--- config.mk ---
export PLATFORM = sky130hd
export DESIGN_NAME = solver_feeder
export DESIGN_NICKNAME = d
export VERILOG_FILES = /design/src/rtl/solver_feeder_pkg.sv /design/src/rtl/solver_result_buf.sv /design/src/rtl/solver_feeder.sv
export SDC_FILE = /design/constraint.sdc
export NUM_CORES = 1
export LEC_CHECK = 0
export ABC_AREA = 0
export CAP_MARGIN = 20
export CORE_UTILIZATION = 45
export CTS_BUF_LIST = sky130_fd_sc_hd__clkbuf_4
export CTS_CLUSTER_DIAMETER = 30
export DETAILED_ROUTE_END_ITERATION = 8
export DONT_BUFFER_PORTS = 1
export PLACE_DENSITY = 0.66
export RECOVER_POWER = 100
export SYNTH_ARGS = -nofsm -noshare
export SYNTH_HDL_FRONTEND = slang
export SYNTH_SLANG_ARGS = --single-unit
--- constraint.sdc ---
create_clock -name clock -period 2.5 [get_ports clock]
set_clock_uncertainty 0.1 [all_clocks]
set_input_delay 0.25 -clock clock [delete_from_list [all_inputs] [get_ports clock]]
set_output_delay 0.25 -clock clock [all_outputs]
set_load 0.005 [all_outputs]
--- src/rtl/solver_feeder_pkg.sv ---
// Shared types and header field layout for the solver feeder.
// Optional SOLVER_FEEDER_TAG_EN adds a job tag to the result port.
package solver_feeder_pkg;

  localparam int ITER_W      = 16;
  localparam int TAG_W       = 8;
  localparam int HDR_TAG_LSB = 8;
  localparam int HDR_LIM_LSB = 16;

  localparam logic [ITER_W-1:0] ITER_LIMIT_HIT = 16'hFFFF;

  typedef enum logic [2:0] {
    HDR,
    LOAD_RE,
    LOAD_IM,
    START,
    WAIT_CLR,
    WAIT_DONE
  } state_t;

endpackage

--- src/rtl/solver_result_buf.sv ---
// One-entry valid/ready result register with capture and pop.
// Carries a job tag when SOLVER_FEEDER_TAG_EN is defined.
import solver_feeder_pkg::*;

module solver_result_buf (
  input  logic              clock,
  input  logic              reset,
  input  logic              cap,
  input  logic [ITER_W-1:0] cap_count,
  input  logic              cap_err,
`ifdef SOLVER_FEEDER_TAG_EN
  input  logic [TAG_W-1:0]  cap_tag,
  output logic [TAG_W-1:0]  res_tag,
`endif
  input  logic              res_ready,
  output logic              res_valid,
  output logic [ITER_W-1:0] res_count,
  output logic              res_err,
  output logic              full
);

  assign full = res_valid;

  // A capture in the same cycle as a pop replaces the entry.
  always_ff @(posedge clock) begin
    if (!reset) begin
      res_valid <= 1'b0;
      res_count <= '0;
      res_err   <= 1'b0;
`ifdef SOLVER_FEEDER_TAG_EN
      res_tag   <= '0;
`endif
    end else if (cap) begin
      res_valid <= 1'b1;
      res_count <= cap_count;
      res_err   <= cap_err;
`ifdef SOLVER_FEEDER_TAG_EN
      res_tag   <= cap_tag;
`endif
    end else if (res_valid && res_ready) begin
      res_valid <= 1'b0;
    end
  end

endmodule

--- src/rtl/solver_feeder.sv ---
// Job-stream front end for solver_control: loads c, starts, returns count.
// Optional SOLVER_FEEDER_TAG_EN adds res_tag from header bits [15:8].
import solver_feeder_pkg::*;

module solver_feeder #(
  parameter int LIMB_INDEX_BITS = 6,
  parameter int LIMB_BITS       = 32
) (
  input  logic                       clock,
  input  logic                       reset,
  input  logic                       in_valid,
  output logic                       in_ready,
  input  logic [LIMB_BITS-1:0]       in_data,
  output logic                       wr_real_en,
  output logic                       wr_imag_en,
  output logic [LIMB_INDEX_BITS-1:0] wr_ind,
  output logic [LIMB_BITS-1:0]       wr_data,
  output logic                       wr_num_limbs_en,
  output logic [LIMB_INDEX_BITS-1:0] num_limbs_data,
  output logic                       wr_iter_lim_en,
  output logic [ITER_W-1:0]          iter_lim_data,
  output logic                       start,
  input  logic                       out_ready,
  input  logic [ITER_W-1:0]          iteration_count,
  output logic                       res_valid,
  input  logic                       res_ready,
  output logic [ITER_W-1:0]          res_count,
`ifdef SOLVER_FEEDER_TAG_EN
  output logic [TAG_W-1:0]           res_tag,
`endif
  output logic                       res_err
);

  state_t                     state;
  logic [LIMB_INDEX_BITS-1:0] cnt;
  logic [LIMB_INDEX_BITS-1:0] hdr_n;
  logic [LIMB_INDEX_BITS-1:0] last;
  logic                       accept;
  logic                       res_full;
  logic                       can_cap;
  logic                       cap;
  logic                       cap_err;
  logic [ITER_W-1:0]          cap_count;

  assign hdr_n   = in_data[LIMB_INDEX_BITS-1:0];
  assign last    = num_limbs_data - LIMB_INDEX_BITS'(1);
  assign accept  = in_valid && in_ready;
  assign can_cap = !res_full || res_ready;

`ifdef SOLVER_FEEDER_TAG_EN
  logic [TAG_W-1:0] job_tag;
  logic [TAG_W-1:0] cap_tag;
  logic             unused_hdr;
  assign cap_tag    = (state == HDR) ?
                      in_data[HDR_TAG_LSB +: TAG_W] : job_tag;
  assign unused_hdr = ^in_data[HDR_TAG_LSB-1:LIMB_INDEX_BITS];
`else
  logic unused_hdr;
  assign unused_hdr = ^in_data[HDR_LIM_LSB-1:LIMB_INDEX_BITS];
`endif

  // An empty job can only be taken when its error result has room.
  always_comb begin
    in_ready = 1'b0;
    if (reset) begin
      unique case (state)
        HDR:              in_ready = !(res_full && hdr_n == '0);
        LOAD_RE, LOAD_IM: in_ready = 1'b1;
        default:          in_ready = 1'b0;
      endcase
    end
  end

  always_comb begin
    cap       = 1'b0;
    cap_err   = 1'b0;
    cap_count = iteration_count;
    if (state == HDR && accept && hdr_n == '0) begin
      cap       = 1'b1;
      cap_err   = 1'b1;
      cap_count = '0;
    end else if (state == WAIT_DONE && out_ready && can_cap) begin
      cap = 1'b1;
    end
  end

  always_ff @(posedge clock) begin
    if (!reset) begin
      state           <= HDR;
      cnt             <= '0;
      wr_real_en      <= 1'b0;
      wr_imag_en      <= 1'b0;
      wr_ind          <= '0;
      wr_data         <= '0;
      wr_num_limbs_en <= 1'b0;
      num_limbs_data  <= '0;
      wr_iter_lim_en  <= 1'b0;
      iter_lim_data   <= '0;
      start           <= 1'b0;
`ifdef SOLVER_FEEDER_TAG_EN
      job_tag         <= '0;
`endif
    end else begin
      wr_real_en      <= 1'b0;
      wr_imag_en      <= 1'b0;
      wr_num_limbs_en <= 1'b0;
      wr_iter_lim_en  <= 1'b0;
      start           <= 1'b0;
      unique case (state)
        HDR: begin
          if (accept && hdr_n != '0) begin
            num_limbs_data  <= hdr_n;
            iter_lim_data   <= in_data[HDR_LIM_LSB +: ITER_W];
            wr_num_limbs_en <= 1'b1;
            wr_iter_lim_en  <= 1'b1;
            cnt             <= '0;
            state           <= LOAD_RE;
`ifdef SOLVER_FEEDER_TAG_EN
            job_tag         <= in_data[HDR_TAG_LSB +: TAG_W];
`endif
          end
        end
        LOAD_RE, LOAD_IM: begin
          if (accept) begin
            wr_real_en <= (state == LOAD_RE);
            wr_imag_en <= (state == LOAD_IM);
            wr_ind     <= cnt;
            wr_data    <= in_data;
            if (cnt == last) begin
              cnt   <= '0;
              state <= (state == LOAD_RE) ? LOAD_IM : START;
            end else begin
              cnt <= cnt + LIMB_INDEX_BITS'(1);
            end
          end
        end
        START: begin
          start <= 1'b1;
          state <= WAIT_CLR;
        end
        // out_ready may still be high from the previous solve.
        WAIT_CLR: begin
          if (!out_ready) state <= WAIT_DONE;
        end
        WAIT_DONE: begin
          if (out_ready && can_cap) state <= HDR;
        end
        default: state <= HDR;
      endcase
    end
  end

  solver_result_buf u_buf (
    .clock     (clock),
    .reset     (reset),
    .cap       (cap),
    .cap_count (cap_count),
    .cap_err   (cap_err),
`ifdef SOLVER_FEEDER_TAG_EN
    .cap_tag   (cap_tag),
    .res_tag   (res_tag),
`endif
    .res_ready (res_ready),
    .res_valid (res_valid),
    .res_count (res_count),
    .res_err   (res_err),
    .full      (res_full)
  );

endmodule

# == Yosys cells after proc, flatten, opt, wreduce, memory -nomap -nowiden ==
# Index checks and enable logic that the tools add are counted.
# Widths: inputs -> output; s select.
# classes
n_addsub,2
n_eq_ne,11
mux,21
n_reduce_logical,24
# op_table
op,n
$mux 6,3
$mux 16,1
$mux 3,5
$pmux 3 s5,1
$pmux 6 s2,1
$logic_and 1x1->1,9
$mux 1,9
$add 6x1->6 const B,1
$eq 3x2->1 const B,2
$eq 3x3->1 const B,2
$eq 6x6->1,1
$logic_not 6->1,1
$ne 2x2->1 const B,3
$reduce_and 2->1,3
$reduce_and 3->1,2
$reduce_bool 6->1,1
$sub 6x1->6 const B,1
$reduce_and 5->1,1
$ne 2x1->1 const B,2
$reduce_bool 2->1,2
$eq 3x1->1 const B,1
$logic_not 3->1,1
$logic_not 1->1,2
$pmux 1 s2,1
other kinds (2),2
# word_totals
ff_bits,91
wordCells,71

# == Longest topological paths before layout ==
# Gate-level depths: netlist of the first run.
# depth
depth_word,10
ltp_mapped,8
depth_no_buf,8

# == Hierarchy ==
# A second synthesis of the first run with hierarchy kept.
# hier_totals
cells_unflattened,444
area_unflattened_um2,3804.9
# modules_own_cells
mod,n_inst,cells_per_inst,area_per_inst_um2,seq_area_each_um2
solver_feeder,1,386,3111.7,1461.4
solver_result_buf,1,58,693.2,360.3

# == Worst setup path after synthesis of the first run ==
# Ideal clock, no wire load.
# synth_path
path_kind,reg-to-reg
start,reg num_limbs_data[0]
end,reg state[0]
arrival_time_ns,1.812
setup_slack_ns,0.466
stages_incl_launch_ff,9
path_buffers,0
period_less_slack_ns,2.034
cell_sequence,dfxtp_1 > inv_1 > ha_1 > xor2_2 > xnor2_1 > a32oi_1 > nor3_2 > nor4_1 > a311o_1
# synth_via
elab_chain_cells,4
# synth_rtl
element,line,rtl
from (decl),solver_feeder.sv:19,"output logic [LIMB_INDEX_BITS-1:0] num_limbs_data,"
from (signal assigned),solver_feeder.sv:112,num_limbs_data <= hdr_n;
$sub 6x1->6,solver_feeder.sv:46,assign last = num_limbs_data - LIMB_INDEX_BITS'(1);
$eq 6x6->1,solver_feeder.sv:129,if (cnt == last) begin
$ne 2x2->1 (no source line),n/a,
$reduce_and 5->1 (no source line),n/a,
to (signal assigned),solver_feeder.sv:131,state <= (state == LOAD_RE) ? LOAD_IM : START;
to (decl),solver_feeder.sv:34,state_t state;
# Every way passes these cells.
# A chain may end at the register's enable or synchronous reset.

# == Final worst setup path of the first run ==
# layout_path
start,reg state[2]
end,reg iter_lim_data[1]
# layout_via
elab_chain_cells,7
elab_cells_between_ends,9
# layout_rtl
element,line,rtl
$eq 3x1->1 / $eq 3x2->1 (equally long branches),solver_feeder.sv:66,unique case (state)
$reduce_or 2->1,solver_feeder.sv:66,
$pmux 1 s2,solver_feeder.sv:66,
$mux 1,solver_feeder.sv:65,if (reset) begin
$logic_and 1x1->1,solver_feeder.sv:47,assign accept = in_valid && in_ready;
$logic_and 1x1->1,solver_feeder.sv:111,if (accept && hdr_n != '0) begin
$reduce_and 2->1 (no source line) *,n/a,
to (signal assigned),solver_feeder.sv:113,iter_lim_data <= in_data[HDR_LIM_LSB +: ITER_W];
to (decl),solver_feeder.sv:21,"output logic [ITER_W-1:0] iter_lim_data,"
# Mark *: on every way between the ends. The rest lies on a longest branch, timed or not.

==> impl_metrics.json, run 1 <==
{
  "setup_viol": 0,
  "max_slew.worst_pin.slew_ps": 597.0,
  "start_kind": "flip-flop",
  "ys_async_sr_fraction_pct": 0,
  "crit_fanout": 17,
  "vias_per_cell": 5.240,
  "die_y_um": 92.52,
  "numClockSinks": 91,
  "worstPathCellList": "nand3b_4 -> nor3_4 -> nand2_1 -> clkinvlp_4 -> nand2_1 -> a21boi_0 -> dlygate4sd3_1",
  "die_x_um": 92.52,
  "drc": 0,
  "hold_class": "input port to flip-flop",
  "power_mw": 2.551,
  "ys_top_cells_by_count": "126 x nand2_1, 91 x dfxtp_1, 58 x a21boi_0, 28 x nor2_1, 16 x mux2i_1",
  "drv_slew": 0,
  "finalSetupTns_ps": 0,
  "place_ws_ps": 153.2,
  "ant_nets": 0,
  "synth-edff-count": 0,
  "filler_cell_count": 721,
  "cts_tree": "built",
  "whs_ps": 83.03,
  "slowest_stage": "dlygate4sd3_1",
  "wl_per_cell_um": 15.84,
  "yosysMostFrequentCell": "nand2_1",
  "drt-initial-drc-count": 136,
  "criticalPathCategory": "flip-flop to flip-flop",
  "yosysSeqAreaShare_pct": 49.41,
  "htree_levels": 3,
  "ys_ff_latch": 91,
  "synthCells": 423,
  "dp_hpwl_um": 5823,
  "routabilityCongestion": 0.7725,
  "initial_core_util_pct": 47.23,
  "utilization_pct": 56.78,
  "placed_area_um2": 3750,
  "clk-insertion-delay-late_ps": 420,
  "antenna_found_initial": 1,
  "finalCritPeriodShare_pct": 94.08,
  "slew_headroom_pct": 60.20,
  "rsz0062_at_grt": "false",
  "hold_viol": 0,
  "final_area_um2": 4433,
  "clockBufferDepth": 2,
  "drive_gt1_share_pct": 6.157,
  "power_density_nw_per_um2": 575.6,
  "placement.io_buffers": 0,
  "status": "completed",
  "fin_nets": 521,
  "cp-end-kind": "flip-flop",
  "peakVddDrop_mv": 0.2468,
  "yosysWarnings": 0,
  "overflow": 0,
  "grt_pass1_wl_um": 14750,
  "ios": 137,
  "arrival_ps": 2620,
  "synthTopCellsByArea": "dfxtp_1 49%, nand2_1 13%, a21boi_0 12%, mux2i_1 4.3%, nor2_1 2.9%",
  "ys.flop_type": "dfxtp_1",
  "avgSynthCellArea_um2": 8.717,
  "power.leakage_nw": 1.692,
  "grt_max_degree": 71,
  "finalNonFillerCells": 574,
  "ctsRootBufferMaster": "clkbuf_4",
  "min_period_ps": 2352,
  "dr.pass1.iters": 4,
  "synthDistinctLibCells": 43,
  "dieArea_um2": 8560,
  "cts-buffers-inserted": 9,
  "crit_top_cell": "nand2_1",
  "grt_pass1_vias": 3094,
  "syn_nets": 478,
  "grtUsageTotal_pct": 21.95,
  "fmax_ghz": 0.4252,
  "totalWireLength_um": 9095,
  "place_inst": 504,
  "slowest_delay_ps": 580,
  "core_um2": 7807,
  "worst_slack_ps": 148.1,
  "synth_area_leader_cell": "dfxtp_1",
  "via_count": 3008,
  "drv_cap": 0,
  "clk_pin_slew_worst_paths_ps": 130,
  "rows": 32,
  "worst_ep_required_time_ps": 2770,
  "synth_top_cell_area_share_pct": 49.41,
  "syn_area_um2": 3687,
  "area_delta_synth_final_pct": 20.22
}
## sequential cells by signal (all words and copies together) (netlist names), 3 cells and up
signal / count
wr_ind: 6
u_buf.res_count: 16
num_limbs_data: 6
wr_data: 32
state: 3
cnt: 6
iter_lim_data: 16
## layout by cell type (no fill, tap or decap), drive strengths merged, types with 2 or more instances in the layout
cell	count
dlygate4sd3	52
buf	5
ha	2
nand2	126
o41ai	2
a21boi	58
nor2b	6
dfxtp	91
inv	3
nand3	9
clkbuf	14
a22oi	2
a21oi	4
nor3	8
nand4	2
or4	2
nand2b	4
o21ai	4
clkinvlp	3
mux2i	16
nor2	28
a22o	2
xor2	5
nor3b	3
clkinv	2
xnor2	5
## final timing paths
path              slack, ps                   start  cells after the start                            end
setup reg to reg        150   state[2]$_SDFFE_PN0P_                      7  iter_lim_data[1]$_SDFFE_PN0P_
hold / removal           80                   reset                      2          state[0]$_SDFFE_PN0P_
hold reg to reg         390  wr_ind[2]$_SDFFE_PN0P_                      2         wr_ind[2]$_SDFFE_PN0P_
setup / recovery        150   state[2]$_SDFFE_PN0P_                      7  iter_lim_data[1]$_SDFFE_PN0P_
## layout make-up
cell class	instances	area [um2]	area share, %
clock inverter	5	53.80	1.214
tap	102	127.6	2.879
inverter	4	18.77	0.4234
timing repair buffer	60	603.1	13.60
antenna	1	2.502	0.05645
clock buffer	11	82.58	1.863
multi-input combinational	300	1722	38.84
sequential	91	1823	41.12
## metal layers
metal	global-route usage [%]	vias up	share of wire [%]
met5	0	-	0
met4	10.55	0	2.3
met3	7.389	21	8.7
met2	36.23	119	47
met1	25.41	1379	42
li1	-	1489	-
## report_power, final
group / switching, mW / internal [mW] / leakage [nW]
combinational: 0.118 / 0.120 / 0.884
sequential: 0.0343 / 1.48 / 0.738
clock: 0.471 / 0.323 / 0.0705
total: 0.623 / 1.93 / 1.69
## timing repair
| item | CTS | global route |
|---|---|---|
| setup endpoints to repair | 0 | 5 |
| hold buffers | 53 | 0 |
| gates resized for setup | 0 | 3 |
| hold endpoints to repair | 89 | 0 |
| setup buffers | 0 | 0 |
## worst max-delay path, delay by kind of cell (launching register included)
kind | cells | cell delay, ps
AND/OR/NAND/NOR | 4 | 770
buffers and inverters | 2 | 860
AO/OA/AOI/OAI | 1 | 170
flip-flops | 1 | 400
## logic make-up after synthesis
logic type               after synthesis  synth area share, %
AO/OA/AOI/OAI                         79                15.95
XOR/XNOR                              10                2.783
adder cells (fa/ha/maj)                2               0.6785
buffers and inverters                 32                4.139
flip-flops                            91                49.41
multiplexers                          16                4.343
AND/OR/NAND/NOR                      193                22.70
No activity file was read; power rests on OpenSTA's default activity.
==> inputs of run 2 (changes only) <==
CORE_MARGIN = 1.5   (was default)
CTS_BUF_LIST = sky130_fd_sc_hd__clkbuf_16   (was sky130_fd_sc_hd__clkbuf_4)
==> run 2 against run 1 <==
Against the previous run: clock power increased by 64%; critical path depth increased by 1; combinational power decreased by 4%; via count decreased by 0.80%; sequential share of layout area decreased by 0.81 points; final cell count decreased by 0.87%; wire length decreased by 0.58%; non-clock buffer count decreased by 4; first-iteration DRC count decreased by 42%; core utilization increased by 0.81 points; register-to-register slack improved by 60 ps; clock-buffer cell count decreased by 2; critical path type unchanged; highest routed layer unchanged.
==> impl_metrics.json, run 2 (synthesized netlist as in run 1, its figures left out) <==
{
  "via_count": 2984,
  "ctsRootBufferMaster": "clkbuf_16",
  "cp-end-kind": "flip-flop",
  "worstPathCellList": "inv_1 -> ha_1 -> xor2_2 -> xnor2_1 -> a32oi_1 -> nor3_2 -> nor4_1 -> a311o_1",
  "totalWireLength_um": 9042,
  "cts_tree": "built",
  "finalNonFillerCells": 569,
  "grtUsageTotal_pct": 21.93,
  "place_inst": 503,
  "drive_gt1_share_pct": 4.925,
  "status": "completed",
  "worstHoldEndpoint": "wr_real_en$_SDFF_PN0_",
  "seq_power_share_pct": 49.9,
  "layout_commonest_cell": "nand2_1",
  "core_um2": 7848,
  "hold_class": "input port to flip-flop",
  "grt_pass1_vias": 2964,
  "cts-buffers-inserted": 9,
  "ant_nets": 0,
  "placed_area_um2": 3737,
  "die_x_um": 93.52,
  "vias_per_cell": 5.244,
  "slowest_stage": "nor3_2",
  "hold_path_depth": 2,
  "worst_ep_required_time_ps": 2620,
  "peakVddDrop_mv": 0.2938,
  "dieArea_um2": 8746,
  "start_kind": "flip-flop",
  "fmax_ghz": 0.4369,
  "slowest_delay_ps": 500,
  "clk_pin_slew_worst_paths_ps": 60,
  "combPwrFrac_pct": 7.5,
  "grt_max_degree": 70,
  "switching_share_pct": 22.49,
  "finalCritPeriodShare_pct": 91.55,
  "reg.largest.list": "wr_data x32, iter_lim_data x16, u_buf.res_count x16",
  "drv_cap": 0,
  "min_period_ps": 2289,
  "criticalPathCategory": "flip-flop to flip-flop",
  "wl_per_cell_um": 15.89,
  "placement.io_buffers": 0,
  "slew_headroom_pct": 41.29,
  "place_ws_ps": 227.4,
  "drt-initial-drc-count": 79,
  "grt_pass1_wl_um": 14740,
  "switchingPower_mw": 0.6853,
  "power_density_nw_per_um2": 674.1,
  "cts-hold-fix-buffers": 50,
  "numClockSinks": 91,
  "finalSetupTns_ps": 0,
  "cts_resized": 0,
  "r2r_setup_slack_ps": 210,
  "worst_slack_ps": 211.3,
  "filler_cell_count": 715,
  "rr_worst_depth": 8,
  "power.leakage_nw": 1.730,
  "r2r_end": "state[0]$_SDFFE_PN0P_",
  "crit_fanout": 10,
  "clk-insertion-delay-late_ps": 330,
  "routabilityCongestion": 0.7642,
  "hold_viol": 0,
  "ios": 137,
  "most-common-layout-cells": "126 x nand2_1, 91 x dfxtp_1, 58 x a21boi_0, 49 x dlygate4sd3_1, 28 x nor2_1",
  "initial_core_util_pct": 46.99,
  "post_cts_buffers": 0,
  "htree_levels": 3,
  "antenna_found_initial": 0,
  "rows": 32,
  "dp_hpwl_um": 5877,
  "clockPowerShare_pct": 42.7,
  "power.internal_mw": 2.361,
  "largest_reg_flops": 32,
  "max_slew.worst_pin.slew_ps": 880.7,
  "timing.rr.start": "num_limbs_data[1]$_SDFFE_PN0P_",
  "num_antenna_cells": 0,
  "rsz0062_at_grt": "false",
  "clockBufferDepth": 2,
  "dr.pass1.iters": 4,
  "overflow": 0,
  "area_delta_synth_final_pct": 22.57,
  "cp_top_family": "simple AND/OR/NAND/NOR gates",
  "arrival_ps": 2410,
  "die_y_um": 93.52,
  "drc": 0,
  "drv_slew": 0,
  "final_area_um2": 4519,
  "setup_viol": 0,
  "fin_nets": 517,
  "hp-start": "in_valid",
  "utilization_pct": 57.59,
  "critPathBufInv": 1,
  "top_register": "wr_data"
}
-- run 2: per-stage QoR --
stage	power, mW	hold WS (ps)
3_3_place_gp	1.692	275.8
6_report	3.047	19.35
4_1_cts	3.090	7.953
5_1_grt	3.172	18.70
3_5_place_dp	1.697	280.0
2_1_floorplan	1.673	293.9
-- run 2: area by class of cell --
| type | count | area [um2] | share of cell area [%] |
|---|---|---|---|
| clock inverters | 7 | 61.31 | 1.357 |
| clock buffers | 9 | 225.2 | 4.983 |
| well taps | 102 | 127.6 | 2.824 |
| flip-flops and latches | 91 | 1822 | 40.31 |
| repair buffers | 56 | 563.0 | 12.46 |
| inverters | 4 | 15.01 | 0.3322 |
| multi-input cells | 300 | 1705 | 37.74 |
-- run 2: per-layer routing --
| metal | global-route usage (%) | up-vias | wire length, um |
|---|---|---|---|
| met2 | 35.57 | 102 | 4270 |
| met3 | 6.829 | 12 | 755 |
| met4 | 9.470 | 0 | 157 |
| met5 | 0 | - | 0 |
| met1 | 26.65 | 1390 | 3858 |
| li1 | - | 1480 | - |
-- run 2: worst max path at each step --
stage / endpoint / slack [ps] / start / cells after the start
final: state[0]$_SDFFE_PN0P_ / 210 / num_limbs_data[1]$_SDFFE_PN0P_ / 8
after global routing: state[0]$_SDFFE_PN0P_ / 10 / num_limbs_data[1]$_SDFFE_PN0P_ / 8
after CTS: state[0]$_SDFFE_PN0P_ / 210 / num_limbs_data[1]$_SDFFE_PN0P_ / 8
after detailed placement: state[0]$_SDFFE_PN0P_ / 230 / num_limbs_data[1]$_SDFFE_PN0P_ / 8
after global placement: state[0]$_SDFFE_PN0P_ / 300 / num_limbs_data[1]$_SDFFE_PN0P_ / 8
after floorplan: state[0]$_SDFFE_PN0P_ / 470 / num_limbs_data[0]$_SDFFE_PN0P_ / 8
-- run 2: power groups by stage --
| stage | Sequential [mW] | Combinational [mW] | Clock [mW] |
|---|---|---|---|
| 2_1_floorplan | 1.54 | 0.133 | 0 |
| 3_3_place_gp | 1.55 | 0.140 | 0 |
| 3_5_place_dp | 1.55 | 0.145 | 0 |
| 4_1_cts | 1.52 | 0.231 | 1.34 |
| 5_1_grt | 1.52 | 0.254 | 1.40 |
| 6_report | 1.52 | 0.228 | 1.30 |
==> inputs of run 3 (changes only) <==
CTS_BUF_LIST = sky130_fd_sc_hd__clkbuf_4 sky130_fd_sc_hd__clkbuf_8   (was sky130_fd_sc_hd__clkbuf_16)
==> run 3 against run 2 <==
Against the previous run: highest routed layer unchanged; wire length down 0.53%; die area unchanged; global-route usage down 0.24 points; power down 9.5%; combinational power about the same; worst setup slack worse by 18 ps; sequential cell count unchanged; critical path type unchanged; critical endpoint unchanged; sequential power about the same; clock-buffer cell count up 3; final cell count up 0.18%.
==> impl_metrics.json, run 3 (synthesized netlist as in run 1, its figures left out) <==
{
  "status": "completed",
  "slowest_stage": "nor3_2",
  "power_mw": 2.758,
  "start_kind": "flip-flop",
  "arrival_ps": 2450,
  "utilization_pct": 56.57,
  "drive_gt1_share_pct": 5.782,
  "seq_power_share_pct": 55.0,
  "switchingPower_mw": 0.6496,
  "worst_slack_ps": 193.1,
  "crit_fanout": 10,
  "routabilityCongestion": 0.7642,
  "die_x_um": 93.52,
  "slowest_delay_ps": 510,
  "drv_slew": 0,
  "clockBufferDepth": 2,
  "overflow": 0,
  "power_density_nw_per_um2": 621.3,
  "grt_pass1_vias": 2992,
  "slew_headroom_pct": 52.51,
  "hold_class": "input port to flip-flop",
  "criticalPathCategory": "flip-flop to flip-flop",
  "cts_tree": "built",
  "switching_share_pct": 23.55,
  "fmax_ghz": 0.4335,
  "cp-end-kind": "flip-flop",
  "power.leakage_nw": 1.691,
  "dp_hpwl_um": 5877,
  "clk-insertion-delay-late_ps": 350,
  "drt-initial-drc-count": 102,
  "largest_reg_flops": 32,
  "drc": 0,
  "totalWireLength_um": 8994,
  "ios": 137,
  "area_delta_synth_final_pct": 20.39,
  "drv_cap": 0,
  "core_um2": 7848,
  "reg.largest.list": "wr_data x32, iter_lim_data x16, u_buf.res_count x16",
  "fin_nets": 517,
  "finalCritPeriodShare_pct": 92.28,
  "rsz0062_at_grt": "false",
  "ctsRootBufferMaster": "clkbuf_8",
  "numClockSinks": 91,
  "vias_per_cell": 5.261,
  "filler_cell_count": 731,
  "clockPowerShare_pct": 36.7,
  "antenna_found_initial": 1,
  "top_register": "wr_data",
  "peakVddDrop_mv": 0.3517,
  "combPwrFrac_pct": 8.3,
  "rows": 32,
  "place_ws_ps": 227.4,
  "hold_viol": 0,
  "grtUsageTotal_pct": 21.69,
  "finalSetupTns_ps": 0,
  "min_period_ps": 2307,
  "dieArea_um2": 8746,
  "htree_levels": 3,
  "dr.pass1.iters": 4,
  "most-common-layout-cells": "126 x nand2_1, 91 x dfxtp_1, 58 x a21boi_0, 49 x dlygate4sd3_1, 28 x nor2_1",
  "power.internal_mw": 2.109,
  "clk_pin_slew_worst_paths_ps": 90,
  "ant_nets": 0,
  "setup_viol": 0,
  "worst_ep_required_time_ps": 2640,
  "worstPathCellList": "inv_1 -> ha_1 -> xor2_2 -> xnor2_1 -> a32oi_1 -> nor3_2 -> nor4_1 -> a311o_1",
  "grt_max_degree": 71,
  "layout_commonest_cell": "nand2_1",
  "placement.io_buffers": 0,
  "die_y_um": 93.52,
  "grt_pass1_wl_um": 14630,
  "initial_core_util_pct": 46.99,
  "max_slew.worst_pin.slew_ps": 709.8,
  "wl_per_cell_um": 15.78,
  "via_count": 2999,
  "post_cts_buffers": 0,
  "cts-buffers-inserted": 9
}
run 3: area by class of cell:
cell class	instances	area [um2]	share of cell area, %
repair buffers	56	564.3	12.71
multi-input cells	300	1705	38.42
well taps	102	127.6	2.875
flip-flops and latches	91	1822	41.04
clock buffers	12	152.6	3.439
clock inverters	4	50.05	1.127
diodes	1	2.502	0.05637
inverters	4	15.01	0.3382
run 3: stage by stage:
step	instances	hold WS, ps	instance area [um2]
floorplan	423	293.9	3687
global placement	503	275.8	3737
detailed placement	503	280.0	3737
CTS	569	0.9836	4458
global route	570	25.81	4439
finish	570	24.66	4439
run 3: per-layer routing:
| layer | global-route usage [%] | vias up | wire length [um] |
|---|---|---|---|
| li1 | - | 1482 | - |
| met1 | 25.89 | 1399 | 3813 |
| met2 | 35.33 | 104 | 4275 |
| met3 | 7.642 | 14 | 763 |
| met4 | 8.838 | 0 | 140 |
| met5 | 0 | - | 0 |
run 3: final timing paths:
check,startpoint,to,slack [ps],cells past startpoint
setup / recovery,num_limbs_data[1]$_SDFFE_PN0P_,state[0]$_SDFFE_PN0P_,190,8
hold / removal,in_data[3],num_limbs_data[3]$_SDFFE_PN0P_,20,2
setup reg to reg,num_limbs_data[1]$_SDFFE_PN0P_,state[0]$_SDFFE_PN0P_,190,8
hold reg to reg,wr_data[26]$_SDFFE_PN0P_,wr_data[26]$_SDFFE_PN0P_,380,2
run 3: critical path, delay by kind of cell (launching register included):
| family | cells | cell delay, ps |
|---|---|---|
| AO/OA/AOI/OAI | 2 | 420 |
| XOR/XNOR | 2 | 300 |
| adder cells (fa/ha/maj) | 1 | 240 |
| buffers and inverters | 1 | 80 |
| flip-flops | 1 | 440 |
| AND/OR/NAND/NOR | 2 | 620 |
run 3: power by group through the flow:
stage	Sequential [mW]	Clock, mW	Combinational (mW)
after floorplan	1.54	0	0.133
after global placement	1.55	0	0.140
after detailed placement	1.55	0	0.145
after CTS	1.52	1.04	0.233
after global routing	1.52	1.10	0.255
final	1.52	1.01	0.229
run 3: timing repair:
action,4_1_cts,5_1_grt
hold buffers,50,0
hold endpoints to repair,86,0
resized for setup,0,0
